**config.mk**
```make
export PLATFORM = sky130hd
export DESIGN_NAME = pump_scheduler_flat
export DESIGN_NICKNAME = d
export VERILOG_FILES = /design/src/rtl/pump_pkg.sv /design/src/rtl/pump_scheduler_if.sv /design/src/rtl/pump_scheduler_rr_arbiter.sv /design/src/rtl/pump_scheduler.sv /design/src/flat_wrapper.sv
export SDC_FILE = /design/constraint.sdc
export NUM_CORES = 1
export LEC_CHECK = 0
export CORE_MARGIN = 5
export CORE_UTILIZATION = 31
export CTS_CLUSTER_DIAMETER = 30
export CTS_CLUSTER_SIZE = 8
export DETAILED_ROUTE_END_ITERATION = 10
export PLACE_DENSITY_LB_ADDON = 0.2
export SETUP_SLACK_MARGIN = 0.1
export SLEW_MARGIN = 20
export SYNTH_ARGS = -nofsm -noshare
export SYNTH_HDL_FRONTEND = slang
export SYNTH_SLANG_ARGS = --single-unit
export TNS_END_PERCENT = 30
```
**constraint.sdc**
```tcl
create_clock -name clk -period 4.03 [get_ports clk]
set_input_delay 1.0075 -clock clk [delete_from_list [all_inputs] [get_ports clk]]
set_output_delay 1.0075 -clock clk [all_outputs]
set_load 0.01 [all_outputs]
```
**src/rtl/pump_pkg.sv**
```systemverilog
// Shared constants, FSM state encoding and the latched command record
// used by the pump scheduler slice.
package pump_pkg;

  localparam logic [31:0] FLASHMEM_BASE_ADDR = 32'hA000_0000;
  localparam logic [31:0] PUMP_BASE_ADDR     = 32'hA001_0000;
  localparam logic [31:0] PUMP_CLR_ADDR      = PUMP_BASE_ADDR + 32'd12;

  localparam logic [31:0] PUMP_IN  = 32'hF0F0_F0F0;
  localparam logic [31:0] PUMP_OUT = 32'h0F0F_0F0F;

  typedef enum logic [2:0] {
    S_IDLE,
    S_ARB,
    S_CHECK,
    S_ISSUE,
    S_RUN,
    S_ABORT,
    S_CMPL
  } sched_state_t;

  typedef struct packed {
    logic        dir;
    logic [31:0] id;
    logic [31:0] addr;
    logic [31:0] size;
  } pump_cmd_t;

endpackage

```
**src/rtl/pump_scheduler_if.sv**
```systemverilog
// Requester-side command/completion bundle for the pump scheduler.
// The master side is the set of snapshot requesters, the slave side is the scheduler.
interface pump_req_if #(
  parameter int unsigned NUM_REQ = 4
);

  logic [NUM_REQ-1:0]    req_valid;
  logic [NUM_REQ-1:0]    req_ready;
  logic [NUM_REQ-1:0]    req_dir;
  logic [NUM_REQ*32-1:0] req_id;
  logic [NUM_REQ*32-1:0] req_addr;
  logic [NUM_REQ*32-1:0] req_size;
  logic [NUM_REQ-1:0]    cmp_valid;
  logic [NUM_REQ-1:0]    cmp_err;

  modport master (
    output req_valid, req_dir, req_id, req_addr, req_size,
    input  req_ready, cmp_valid, cmp_err
  );

  modport slave (
    input  req_valid, req_dir, req_id, req_addr, req_size,
    output req_ready, cmp_valid, cmp_err
  );

endinterface

```
**src/rtl/pump_scheduler_rr_arbiter.sv**
```systemverilog
// Round-robin arbiter: one-hot grant to the first set request at or above ptr, wrapping.
module rr_arbiter #(
  parameter int unsigned NUM_REQ = 4
) (
  input  logic [NUM_REQ-1:0]         req,
  input  logic [$clog2(NUM_REQ)-1:0] ptr,
  output logic [NUM_REQ-1:0]         grant,
  output logic                       any
);

  logic [2*NUM_REQ-1:0] req_dbl;
  logic [2*NUM_REQ-1:0] gnt_dbl;
  logic [NUM_REQ-1:0]   req_rot;
  logic [NUM_REQ-1:0]   gnt_rot;

  // Rotate so ptr sits at bit 0, isolate the lowest set bit, rotate back.
  always_comb begin
    req_dbl = {req, req} >> ptr;
    req_rot = req_dbl[NUM_REQ-1:0];
    gnt_rot = req_rot & (~req_rot + NUM_REQ'(1));
    gnt_dbl = {gnt_rot, gnt_rot} << ptr;
    grant   = gnt_dbl[2*NUM_REQ-1:NUM_REQ];
    any     = |req;
  end

endmodule

```
**src/rtl/pump_scheduler.sv**
```systemverilog
// Shares the single pump engine among NUM_REQ requesters: arbitrates, validates,
// drives the pump, snoops its write bus for clear/final writes, and guards it with a watchdog.
module pump_scheduler
  import pump_pkg::*;
#(
  parameter int unsigned NUM_REQ     = 4,
  parameter int unsigned NUM_SLOTS   = 8,
  parameter logic [31:0] SLOT_BYTES  = 32'h2000,
  parameter int unsigned TIMEOUT_CYC = 65536,
  parameter int unsigned ABORT_CYC   = 4
) (
  input  logic        clk,
  input  logic        rst,
  pump_req_if.slave   req,
  output logic [31:0] FlashMem_id,
  output logic [31:0] pump_addr,
  output logic [31:0] pump_size,
  output logic [31:0] pump_controller,
  output logic        pump_abort,
  input  logic        snp_wr_en,
  input  logic [31:0] snp_wr_addr,
  input  logic        snp_wr_done,
  output logic        busy
);

  localparam int unsigned PW = $clog2(NUM_REQ);

  sched_state_t       state, state_next;
  logic [PW-1:0]      rr_ptr, gnt_idx;
  logic [NUM_REQ-1:0] gnt, gnt_q;
  logic               gnt_any;
  pump_cmd_t          cmd;
  logic [31:0]        end_addr, end_calc;
  logic [31:0]        snp_addr_q;
  logic [31:0]        wd_cnt, abort_cnt;
  logic               err_q, cmd_bad;
  logic               clr_done, end_done, wd_expired, abort_last;

  logic [NUM_REQ-1:0] ready_q, ready_d, cmp_valid_q, cmp_valid_d, cmp_err_q, cmp_err_d;
  logic [31:0]        id_d, addr_d, size_d, ctrl_d;
  logic               abort_d;

  rr_arbiter #(.NUM_REQ(NUM_REQ)) u_arb (
    .req   (req.req_valid),
    .ptr   (rr_ptr),
    .grant (gnt),
    .any   (gnt_any)
  );

  assign req.req_ready = ready_q;
  assign req.cmp_valid = cmp_valid_q;
  assign req.cmp_err   = cmp_err_q;
  assign busy          = (state != S_IDLE);

  assign clr_done   = snp_wr_done && (snp_addr_q == PUMP_CLR_ADDR);
  assign end_done   = snp_wr_done && (snp_addr_q == end_addr) && (snp_addr_q != PUMP_CLR_ADDR);
  assign wd_expired = (wd_cnt == TIMEOUT_CYC - 1);
  assign abort_last = (abort_cnt == ABORT_CYC - 1);

  // Binary index of the one-hot grant, used for rr_ptr and field selection.
  always_comb begin
    gnt_idx = '0;
    for (int unsigned i = 0; i < NUM_REQ; i++)
      if (gnt == (NUM_REQ'(1) << i)) gnt_idx = PW'(i);
  end

  // Command validation and end address of the final pump write (32-bit wrap).
  always_comb begin
    cmd_bad  = (cmd.size == '0) || (cmd.size[1:0] != 2'b00) || (cmd.size > SLOT_BYTES) ||
               (cmd.id >= NUM_SLOTS) || (cmd.addr[1:0] != 2'b00);
    end_calc = cmd.dir ? (FLASHMEM_BASE_ADDR + cmd.id * SLOT_BYTES + cmd.size)
                       : (cmd.addr + cmd.size);
  end

  // State register plus registered outputs.
  always_ff @(posedge clk) begin
    if (rst) begin
      state           <= S_IDLE;
      ready_q         <= '0;
      cmp_valid_q     <= '0;
      cmp_err_q       <= '0;
      FlashMem_id     <= '0;
      pump_addr       <= '0;
      pump_size       <= '0;
      pump_controller <= '0;
      pump_abort      <= 1'b0;
    end else begin
      state           <= state_next;
      ready_q         <= ready_d;
      cmp_valid_q     <= cmp_valid_d;
      cmp_err_q       <= cmp_err_d;
      FlashMem_id     <= id_d;
      pump_addr       <= addr_d;
      pump_size       <= size_d;
      pump_controller <= ctrl_d;
      pump_abort      <= abort_d;
    end
  end

  // Next-state logic; a clear or final write beats a same-cycle watchdog expiry.
  always_comb begin
    state_next = state;
    case (state)
      S_IDLE:  if (|req.req_valid) state_next = S_ARB;
      S_ARB:   state_next = gnt_any ? S_CHECK : S_IDLE;
      S_CHECK: state_next = cmd_bad ? S_CMPL : S_ISSUE;
      S_ISSUE: begin
        if (clr_done)        state_next = S_RUN;
        else if (wd_expired) state_next = S_ABORT;
      end
      S_RUN: begin
        if (end_done)        state_next = S_CMPL;
        else if (wd_expired) state_next = S_ABORT;
      end
      S_ABORT: if (abort_last) state_next = S_CMPL;
      S_CMPL:  state_next = S_IDLE;
      default: state_next = S_IDLE;
    endcase
  end

  // Next values of the registered outputs; pump fields hold unless changed here.
  always_comb begin
    ready_d     = '0;
    cmp_valid_d = '0;
    cmp_err_d   = '0;
    id_d        = FlashMem_id;
    addr_d      = pump_addr;
    size_d      = pump_size;
    ctrl_d      = pump_controller;
    abort_d     = (state_next == S_ABORT);
    case (state)
      S_ARB: ready_d = gnt;
      S_CHECK: begin
        if (!cmd_bad) begin
          id_d   = cmd.id;
          addr_d = cmd.addr;
          size_d = cmd.size;
          ctrl_d = cmd.dir ? PUMP_IN : PUMP_OUT;
        end
      end
      S_ISSUE: if (clr_done) ctrl_d = '0;
      S_CMPL: begin
        cmp_valid_d = gnt_q;
        cmp_err_d   = err_q ? gnt_q : '0;
        id_d        = '0;
        addr_d      = '0;
        size_d      = '0;
        ctrl_d      = '0;
      end
      default: ;
    endcase
    if (state_next == S_ABORT) ctrl_d = '0;
  end

  // Command latch, round-robin pointer, snoop address, watchdog and abort timer.
  always_ff @(posedge clk) begin
    if (rst) begin
      rr_ptr     <= '0;
      gnt_q      <= '0;
      cmd        <= '0;
      end_addr   <= '0;
      err_q      <= 1'b0;
      snp_addr_q <= '0;
      wd_cnt     <= '0;
      abort_cnt  <= '0;
    end else begin
      if (snp_wr_en) snp_addr_q <= snp_wr_addr;
      if (state == S_ARB && gnt_any) begin
        gnt_q     <= gnt;
        rr_ptr    <= (gnt_idx == PW'(NUM_REQ - 1)) ? '0 : gnt_idx + PW'(1);
        cmd.dir   <= |(req.req_dir & gnt);
        cmd.id    <= 32'(req.req_id   >> {gnt_idx, 5'b0});
        cmd.addr  <= 32'(req.req_addr >> {gnt_idx, 5'b0});
        cmd.size  <= 32'(req.req_size >> {gnt_idx, 5'b0});
      end
      if (state == S_CHECK) begin
        err_q    <= cmd_bad;
        end_addr <= end_calc;
      end
      if (state_next == S_ABORT) err_q <= 1'b1;
      if (state == S_CHECK)
        wd_cnt <= '0;
      else if (state == S_ISSUE || state == S_RUN)
        wd_cnt <= wd_cnt + 32'd1;
      abort_cnt <= (state == S_ABORT) ? abort_cnt + 32'd1 : '0;
    end
  end

endmodule
```
**src/flat_wrapper.sv**
```systemverilog
// flat-port wrapper written by rule: the top's interface ports become plain ports
module pump_scheduler_flat import pump_pkg::*;
#(
  parameter int unsigned NUM_REQ     = 4,
  parameter int unsigned NUM_SLOTS   = 8,
  parameter logic [31:0] SLOT_BYTES  = 32'h2000,
  parameter int unsigned TIMEOUT_CYC = 65536,
  parameter int unsigned ABORT_CYC   = 4
)
  (clk, rst, FlashMem_id, pump_addr, pump_size, pump_controller, pump_abort, snp_wr_en, snp_wr_addr, snp_wr_done, busy, req_req_valid, req_req_dir, req_req_id, req_req_addr, req_req_size, req_req_ready, req_cmp_valid, req_cmp_err);
  pump_req_if #(.NUM_REQ(NUM_REQ)) req_i ();
  input  logic clk;
  input  logic rst;
  output logic [31:0] FlashMem_id;
  output logic [31:0] pump_addr;
  output logic [31:0] pump_size;
  output logic [31:0] pump_controller;
  output logic pump_abort;
  input  logic snp_wr_en;
  input  logic [31:0] snp_wr_addr;
  input  logic snp_wr_done;
  output logic busy;
  input wire logic [$bits(req_i.req_valid)-1:0] req_req_valid;
  input wire logic [$bits(req_i.req_dir)-1:0] req_req_dir;
  input wire logic [$bits(req_i.req_id)-1:0] req_req_id;
  input wire logic [$bits(req_i.req_addr)-1:0] req_req_addr;
  input wire logic [$bits(req_i.req_size)-1:0] req_req_size;
  output wire logic [$bits(req_i.req_ready)-1:0] req_req_ready;
  output wire logic [$bits(req_i.cmp_valid)-1:0] req_cmp_valid;
  output wire logic [$bits(req_i.cmp_err)-1:0] req_cmp_err;
  assign req_i.req_valid = req_req_valid;
  assign req_i.req_dir = req_req_dir;
  assign req_i.req_id = req_req_id;
  assign req_i.req_addr = req_req_addr;
  assign req_i.req_size = req_req_size;
  assign req_req_ready = req_i.req_ready;
  assign req_cmp_valid = req_i.cmp_valid;
  assign req_cmp_err = req_i.cmp_err;
  pump_scheduler #(.NUM_REQ(NUM_REQ), .NUM_SLOTS(NUM_SLOTS), .SLOT_BYTES(SLOT_BYTES), .TIMEOUT_CYC(TIMEOUT_CYC), .ABORT_CYC(ABORT_CYC)) u_core (.clk(clk), .rst(rst), .req(req_i), .FlashMem_id(FlashMem_id), .pump_addr(pump_addr), .pump_size(pump_size), .pump_controller(pump_controller), .pump_abort(pump_abort), .snp_wr_en(snp_wr_en), .snp_wr_addr(snp_wr_addr), .snp_wr_done(snp_wr_done), .busy(busy));
endmodule
```
==> results of run 1 <==
logic make-up (layout without fill, tap and decap cells):
| kind of cell | count (synthesis) | after routing |
|---|---|---|
| and+or+nand+nor | 1378 | 1378 |
| AOI/OAI and AO/OA | 398 | 398 |
| DFF | 346 | 346 |
| buffers and inverters | 230 | 800 |
| xor gates and xnor gates | 118 | 118 |
| adders and majority gates | 70 | 70 |
| muxes | 39 | 39 |
| other | 0 | 12 |
layout make-up:
cell class	instances	share of cell area
Antenna cell	12	0.00106
Inverter	40	0.00531
Multi-Input combinational cell	2003	0.390
Sequential cell	346	0.245
Timing Repair Buffer	603	0.215
Clock buffer	110	0.0849
Clock inverter	47	0.0248
Tap cell	782	0.0346
layer usage:
metal  share of wire  up-vias  track usage
li1                -     9914            -
met1            0.42     9426        0.282
met2            0.47      690        0.376
met3           0.073      133       0.0630
met4           0.037        4        0.102
met5         0.00034        -            0
flip-flops by register name, indices dropped and copies added, names as in the netlist, 32 cells and up:
register,flops
u_core.pump_addr,32
u_core.cmd,97
u_core.abort_cnt,32
u_core.wd_cnt,32
u_core.snp_addr_q,32
u_core.end_addr,32
u_core.pump_size,32
u_core.FlashMem_id,32
per-stage QoR:
step	worst slack, ns	hold slack [ns]	area [µm²]	cells	power (mW)
detailed placement	0.504	0.443	25200	3774	8.17
finish	0.752	0.452	28300	3943	15.3
floorplan	1.40	0.430	18900	2579	6.50
global placement	0.596	0.441	25200	3774	8.14
global route	0.496	0.469	28300	3939	16.1
CTS	0.767	0.456	28300	3931	15.5
cells in the mapped netlist, types with 3 or more instances:
library cell,number
nor4_1,34
a211o_1,5
o211a_1,3
o211ai_1,11
nand2_1,621
o21ai_0,57
mux2i_1,38
dfxtp_1,346
nand3b_1,4
a21o_1,9
or3_1,13
a31oi_1,7
nand3_1,370
clkbuf_8,5
nor3_1,24
o21bai_1,6
and2_1,58
nand2b_1,11
a21oi_1,222
buf_1,17
a211oi_1,11
a22oi_1,3
nand4_1,29
buf_2,10
nor4b_1,7
o21a_1,5
inv_1,40
o22ai_1,6
nor2b_1,12
xor2_1,72
o221ai_1,5
a311oi_1,7
and4_1,3
nor2_1,160
xnor2_1,46
o31a_1,3
a2111oi_0,4
and3_1,18
o2111ai_1,5
buf_4,30
ha_1,68
clkbuf_1,127
o31ai_1,3
worst max-delay path, stage by stage, from the launching register on:
cell	delay [ns]
dfxtp_1	0.40
ha_1	0.29
inv_1	0.08
fa_1	0.38
nor2b_1	0.22
o2111ai_1	0.19
nand3_1	0.16
a21oi_1	0.16
nor3_2	0.44
o211ai_1	0.18
a2111oi_0	0.53
nor3_1	0.13
power breakdown:
group / switching (mW) / internal [mW] / total [mW]
Sequential: 0.441 / 3.75 / 4.20
Combinational: 2.34 / 1.58 / 3.92
Clock: 2.20 / 5.03 / 7.23
Total: 4.98 / 10.4 / 15.3
how the worst min path moves through the flow:
stage / depth (start not counted) / endpoint / from / slack [ns]
floorplan: 1 / u_core.abort_cnt[0]$_SDFF_PP0_ / u_core.abort_cnt[0]$_SDFF_PP0_ / 0.43
detailed placement: 1 / u_core.FlashMem_id[17]$_SDFFE_PP0P_ / u_core.FlashMem_id[17]$_SDFFE_PP0P_ / 0.44
finish: 1 / u_core.pump_size[20]$_SDFFE_PP0P_ / u_core.pump_size[20]$_SDFFE_PP0P_ / 0.45
CTS: 2 / u_core.cmd[93]$_SDFFE_PP0P_ / u_core.cmd[93]$_SDFFE_PP0P_ / 0.46
global route: 1 / u_core.FlashMem_id[12]$_SDFFE_PP0P_ / u_core.FlashMem_id[12]$_SDFFE_PP0P_ / 0.47
global placement: 1 / u_core.FlashMem_id[19]$_SDFFE_PP0P_ / u_core.FlashMem_id[19]$_SDFFE_PP0P_ / 0.44
cells in the final DEF (no fill, tap or decap), drive strengths merged, types with 13 or more instances in the layout:
cell           netlist  routed
o211ai              13      13
and2                59      59
clkdlybuf4s50        0     567
mux2i               38      38
o21ai               59      59
clkinv               0      26
inv                 40      41
nand3              370     370
xnor2               46      46
ha                  68      68
dfxtp              346     346
nand4               30      30
bufinv               0      13
clkbuf             132     110
nor2               160     160
and3                19      19
or3                 13      13
nand2              622     622
xor2                72      72
nor4                35      35
a21oi              223     223
nor3                26      26
buf                 57      36
==> impl_metrics.toml, run 1 <==
[critical_path]
path_class = "reg2reg"
worstSetupEndpoint = "u_core.end_addr[24]$_SDFFE_PP0P_"
worst_setup_path_end_kind = "register"
worstReg2RegEnd = "u_core.end_addr[24]$_SDFFE_PP0P_"
worstPathMaxFanout = 6
cp-startpoint = "u_core.cmd[32]$_SDFFE_PP0P_"
rrSetupSlack_ns = 0.75
reg2reg_from = "u_core.cmd[32]$_SDFFE_PP0P_"
arrival_ns = 3.76
crit_path_start_kind = "register"
required_ns = 4.51
r2r_cells = 11

[clock_tree]
clock_latency_ns = 0.62
h-tree-depth = 3
clkTransAtPathRegs_ns = 0.04
cts_resized = 0
cts_hold_buf = 0
clockBufferDepth = 3
cts_buffers = 86
post_cts_buffers = 0
ctsRootBufferMaster = "clkbuf_16"
clkSinkCount = 346
tritoncts = "built"

[synth]
syn-num-nets = 3077
synthMuxAreaShare = 0.0207
seq_area_frac_synth = 0.366
synth-compound-area-share = 0.126
yosysWarnings = 0
syn-mean-instance-area_um2 = 7.34
syn_area_mm2 = 0.0189
synth_xor_area_frac = 0.0546
syn_inst = 2579
ys_ff_latch = 346
yosys.area.top_type_share = 0.366
ys_types = 78
ys.flop_type = "dfxtp_1"
synth_top_family_by_area = "simple AND/OR/NAND/NOR gates"
synthArstFlopShare = 0
synth_edf_count = 0
yosys.area_share.adder = 0.0470
synthTopCellsByArea = "dfxtp_1 (37%), nand2_1 (12%), nand3_1 (9.8%)"
yosys.area_share.simple = 0.331
synth_area_leader_cell = "dfxtp_1"

[global_routing]
grt_usage = 0.229
grt_pass1_wl_mm = 120
grt_start_max_net_pins = 152
grt_pass1_vias = 20000
antenna_found_initial = 16
gr-total-overflow = 0

[worst_hold_path]
hp-class = "reg2reg"

[placement]
hpwl_mm = 61.6
portBuffers = 569
gp_congestion = 0.959

[drt]
drc = 0
first_pass_iters = 5
wl_mm = 79.7
vias = 20200
via_per_inst = 5.11
drtIter0Drc = 1241
drt.antenna.violating_nets = 0
wl_per_cell_um = 20.2

[floorplan]
rows = 90
chipHeight_um = 257
initial_core_util = 0.313
die_w_um = 257
pin_count = 570
core_mm2 = 0.0605
dieArea_mm2 = 0.0661

[sta]
drv_slew = 0
rsz0062_at_grt = "false"
fin_worst_skew_ns = 0.0339
tns_ns = 0
final-setup-viol-count = 0
fmax_mhz = 305
worst_pin_slew_ns = 1.03
finalHoldViolations = 0
finalCritPeriodShare = 0.813
period_minus_slack_ns = 3.28
slew-limit-headroom = 0.310

[layout]
nets = 3578
fill_cells = 5931
area_delta_synth_final_pct = 49.5
register_area_mm2 = 0.00693
final_util = 0.468
drive_gt1_frac = 0.0686
multiInputGateArea_mm2 = 0.0110

[power_and_ir_drop]
ir_drop_mv = 0.299
powerDensity_mw_per_mm2 = 542
p_leak_nw = 11.1

[job]
maxCapViolations = 0

[run_status]
status = "finished, final reports clean"
(Power assumes the default switching activity.)
==> run 2, diff against run 1 <==
- clock period: 4.03 -> 2.65 ns (I/O delays scaled with it)
==> impl_metrics.toml, run 2 (synthesis results as in run 1) <==
[clock_tree]
clockBufferDepth = 3
clock_latency_ns = 0.63
cts_buffers = 86
h-tree-depth = 3
cts_hold_buf = 0
tritoncts = "built"
clkSinkCount = 346
clkTransAtPathRegs_ns = 0.05
ctsRootBufferMaster = "clkbuf_16"

[drt]
drc = 0
wl_mm = 83.2
via_per_inst = 5.09
first_pass_iters = 5
vias = 21000
drtIter0Drc = 1322
wl_per_cell_um = 20.2
drt.antenna.violating_nets = 0

[layout]
final_util = 0.500
fill_cells = 5855
final_cell_mix = "nand2_1 (618), clkdlybuf4s50_1 (566), nand3_1 (367)"
largest_reg_flops = 97
nets = 3772
final_common_cell = "nand2_1"
regMostFlops = "u_core.cmd"
area_delta_synth_final_pct = 59.7
drive_gt1_frac = 0.144

[critical_path]
arrival_ns = 3.07
required_ns = 3.16
crit_path_start_kind = "register"
path_class = "reg2reg"
worstPathMaxFanout = 51
worst_setup_path_end_kind = "register"

[sta]
finalCritPeriodShare = 0.967
rsz0062_at_grt = "true"
period_minus_slack_ns = 2.56
whs_ns = 0.280
fmax_mhz = 390
worst_pin_slew_ns = 0.803
final-setup-viol-count = 0
fin_worst_skew_ns = 0.0386
drv_slew = 0
finalHoldViolations = 0
tns_ns = 0
slew-limit-headroom = 0.465

[floorplan]
core_mm2 = 0.0605
dieArea_mm2 = 0.0661
chipHeight_um = 257
initial_core_util = 0.313
rows = 90
pin_count = 570
die_w_um = 257

[job]
maxCapViolations = 0

[placement]
portBuffers = 569
gp_congestion = 0.981
hpwl_mm = 65.0

[power_and_ir_drop]
p_clk_frac = 0.442
seq_power_share = 0.256
ir_drop_mv = 0.465
p_sw_frac = 0.332
powerDensity_mw_per_mm2 = 806
p_comb_frac = 0.302
internal-power_mw = 16.3
power.total_mw = 24.4
p_sw_mw = 8.08
p_leak_nw = 12.1

[global_routing]
gr-total-overflow = 0
grt_usage = 0.240
grt_pass1_vias = 21500
antenna_found_initial = 6
grt_pass1_wl_mm = 126
grt_start_max_net_pins = 127

[run_status]
status = "finished, final reports clean"

[worst_hold_path]
hp-class = "in2reg"
## run 2: per-layer routing
layer	wire length, µm	global-route usage	vias to the layer above
li1	-	-	10300
met3	5260	0.0542	108
met1	35300	0.302	9958
met4	1940	0.0670	2
met2	40700	0.414	691
met5	13	0	-
## run 2: worst max-delay path, stage by stage, from the launching register on
cell and delay, ns:
dfxtp_1 0.36, buf_4 0.17, nor4_1 0.39, nand3_1 0.23, nor3_2 0.22, nand4_1 0.30, and3_1 0.28, buf_4 0.24
and2_1 0.23
## run 2: worst paths after layout
kind                                                   startpoint                                 to  slack [ns]  cells after the start
worst max register to register        u_core.cmd[33]$_SDFFE_PP0P_  u_core.pump_size[31]$_SDFFE_PP0P_        0.09                      8
worst min register to register  u_core.pump_size[28]$_SDFFE_PP0P_  u_core.pump_size[28]$_SDFFE_PP0P_        0.45                      1
worst min-delay path                                          rst       u_core.gnt_q[1]$_SDFFE_PP0P_        0.28                      2
worst max-delay path                  u_core.cmd[33]$_SDFFE_PP0P_  u_core.pump_size[31]$_SDFFE_PP0P_        0.09                      8
## run 2: stage by stage
stage | area (µm²) | instances | worst slack (ns)
floorplan | 18900 | 2579 | 0.115
global placement | 26700 | 3962 | -0.296
detailed placement | 26700 | 3962 | -0.299
CTS | 29800 | 4119 | 0.0493
global route | 30200 | 4127 | -0.0184
finish | 30200 | 4128 | 0.0885
## run 2: area by class of cell
| class | count | area, µm² | share of cell area |
|---|---|---|---|
| multi-input cells | 2003 | 11500 | 0.379 |
| flip-flops and latches | 346 | 6940 | 0.229 |
| clock buffers | 105 | 2340 | 0.0775 |
| clock inverters | 52 | 697 | 0.0230 |
| diodes | 3 | 7.51 | 0.000248 |
| repair buffers | 797 | 7680 | 0.254 |
| well taps | 782 | 978 | 0.0324 |
| inverters | 40 | 150 | 0.00496 |
## run 2: power by group through the flow
stage	sequential (mW)	clock (mW)	combinational [mW]
floorplan	6.11	0	3.77
global placement	6.28	0	7.11
detailed placement	6.29	0	7.14
CTS	6.21	11.0	7.23
global route	6.29	11.2	8.05
finish	6.24	10.8	7.37
## run 2: timing repair
item / in CTS / in global routing
pin swaps: 15 / 30
resized for setup: 29 / 67
setup endpoints to repair: 110 / 69
setup buffers: 0 / 6
==> run 3, diff against run 2 <==
- clock period: 2.65 -> 2.74 ns (I/O delays scaled with it)
==> impl_metrics.toml, run 3 (synthesis results as in run 1) <==
[run_status]
status = "finished, final reports clean"

[placement]
hpwl_mm = 64.5
portBuffers = 569
pre_cts_slack_ns = -0.334
gp_congestion = 0.986

[clock_tree]
h-tree-depth = 3
clock_latency_ns = 0.62
clkTransAtPathRegs_ns = 0.05
clkSinkCount = 346
cts_hold_buf = 0
clockBufferDepth = 3
cts_buffers = 82
ctsRootBufferMaster = "clkbuf_16"
tritoncts = "built"

[layout]
nets = 3743
area_delta_synth_final_pct = 57.3
regMostFlops = "u_core.cmd"
largest_reg_flops = 97
final_common_cell = "nand2_1"
final_cell_mix = "nand2_1 (619), clkdlybuf4s50_1 (566), nand3_1 (368)"
drive_gt1_frac = 0.128

[critical_path]
path_class = "reg2reg"
worst_setup_path_end_kind = "register"
r2r_cells = 11
rrSetupSlack_ns = 0.14
required_ns = 3.29
arrival_ns = 3.15
worstPathMaxFanout = 4
crit_path_start_kind = "register"

[global_routing]
grt_start_max_net_pins = 80
grt_pass1_vias = 21000
grt_pass1_wl_mm = 124
gr-total-overflow = 0
antenna_found_initial = 4
grt_usage = 0.235

[drt]
drtIter0Drc = 1182
via_per_inst = 5.09
top_layer = "met5"
wl_mm = 81.9
wl_met2_mm = 39.4
drc = 0
drt.antenna.violating_nets = 0
vias = 20900
routed-wl-met3_mm = 4.95
met1_length_mm = 35.3
wl_per_cell_um = 20.0
first_pass_iters = 5

[sta]
finalHoldViolations = 0
slew-limit-headroom = 0.432
worst_pin_slew_ns = 0.853
fmax_mhz = 384
drv_slew = 0
whs_ns = 0.371
finalCritPeriodShare = 0.950
fin_worst_skew_ns = 0.0242
final-setup-viol-count = 0
setup_slack_ns = 0.138
rsz0062_at_grt = "true"
period_minus_slack_ns = 2.60

[floorplan]
die_w_um = 257
initial_core_util = 0.313
pin_count = 570
dieArea_mm2 = 0.0661
rows = 90
core_mm2 = 0.0605
chipHeight_um = 257

[worst_hold_path]
holdPathStages = 2
hp-class = "in2reg"

[power_and_ir_drop]
powerDensity_mw_per_mm2 = 773
p_leak_nw = 11.9
power.total_mw = 23.0
ir_drop_mv = 0.496

[job]
maxCapViolations = 0
-- run 3: cell types whose count changed in the layout (fill, tap and decap cells not counted), sizes merged --
cell      delta
buf         -25
bufinv       +1
clkinvlp     +2
clkbuf       -2
diode        -1
clkinv       -9
-- run 3: worst max-delay path: stages (launching register included) --
cell      delay, ns
dfxtp_1        0.40
ha_1           0.29
a21oi_2        0.21
nand2_1        0.10
a211o_1        0.30
o211ai_1       0.16
buf_4          0.18
nor4b_1        0.05
buf_4          0.14
o31a_1         0.23
o31a_1         0.33
a21oi_1        0.15
-- run 3: worst paths after layout --
check	start	to
max	u_core.cmd[43]$_SDFFE_PP0P_	u_core.end_addr[18]$_SDFFE_PP0P_
min reg2reg	u_core.FlashMem_id[24]$_SDFFE_PP0P_	u_core.FlashMem_id[24]$_SDFFE_PP0P_
min	rst	u_core.wd_cnt[1]$_SDFFE_PP0P_
max reg2reg	u_core.cmd[43]$_SDFFE_PP0P_	u_core.end_addr[18]$_SDFFE_PP0P_
-- run 3: cell type report --
class,count,area (µm²)
Antenna cell,2,5.00
Clock buffer,103,2250
Tap cell,782,978
Timing Repair Buffer,772,7530
Clock inverter,46,654
Inverter,40,150
Sequential cell,346,6940
Fill cell,5860,30700
Multi-Input combinational cell,2003,11300
-- run 3: through the flow --
stage / TNS, ns / area [µm²] / util / instances
after detailed placement: -8.92 / 26600 / 0.440 / 3940
after CTS: 0 / 29500 / 0.488 / 4089
after global placement: -6.83 / 26600 / 0.440 / 3940
after floorplan: 0 / 18900 / - / 2579
after global routing: -0.0164 / 29800 / 0.492 / 4094
final: 0 / 29800 / 0.492 / 4094
-- run 3: routing by layer --
layer  GRT usage  vias to the layer above
met3      0.0491                      106
li1            -                    10200
met2       0.403                      694
met5           0                        -
met1       0.296                     9809
met4      0.0749                        2
-- run 3: what timing repair did --
action / CTS / global route
setup endpoints to repair: 41 / 30
pin swaps: 5 / 26
setup buffers: 0 / 3
resized for setup: 13 / 50
cloned: 0 / 0
endpoints found under the hold margin: 0 / 0
-- run 3: where the power goes --
part / internal [mW] / switching, mW / total [mW]
sequential: 5.53 / 0.516 / 6.04
clock: 6.89 / 3.18 / 10.1
combinational: 3.03 / 3.88 / 6.91
total: 15.4 / 7.58 / 23.0
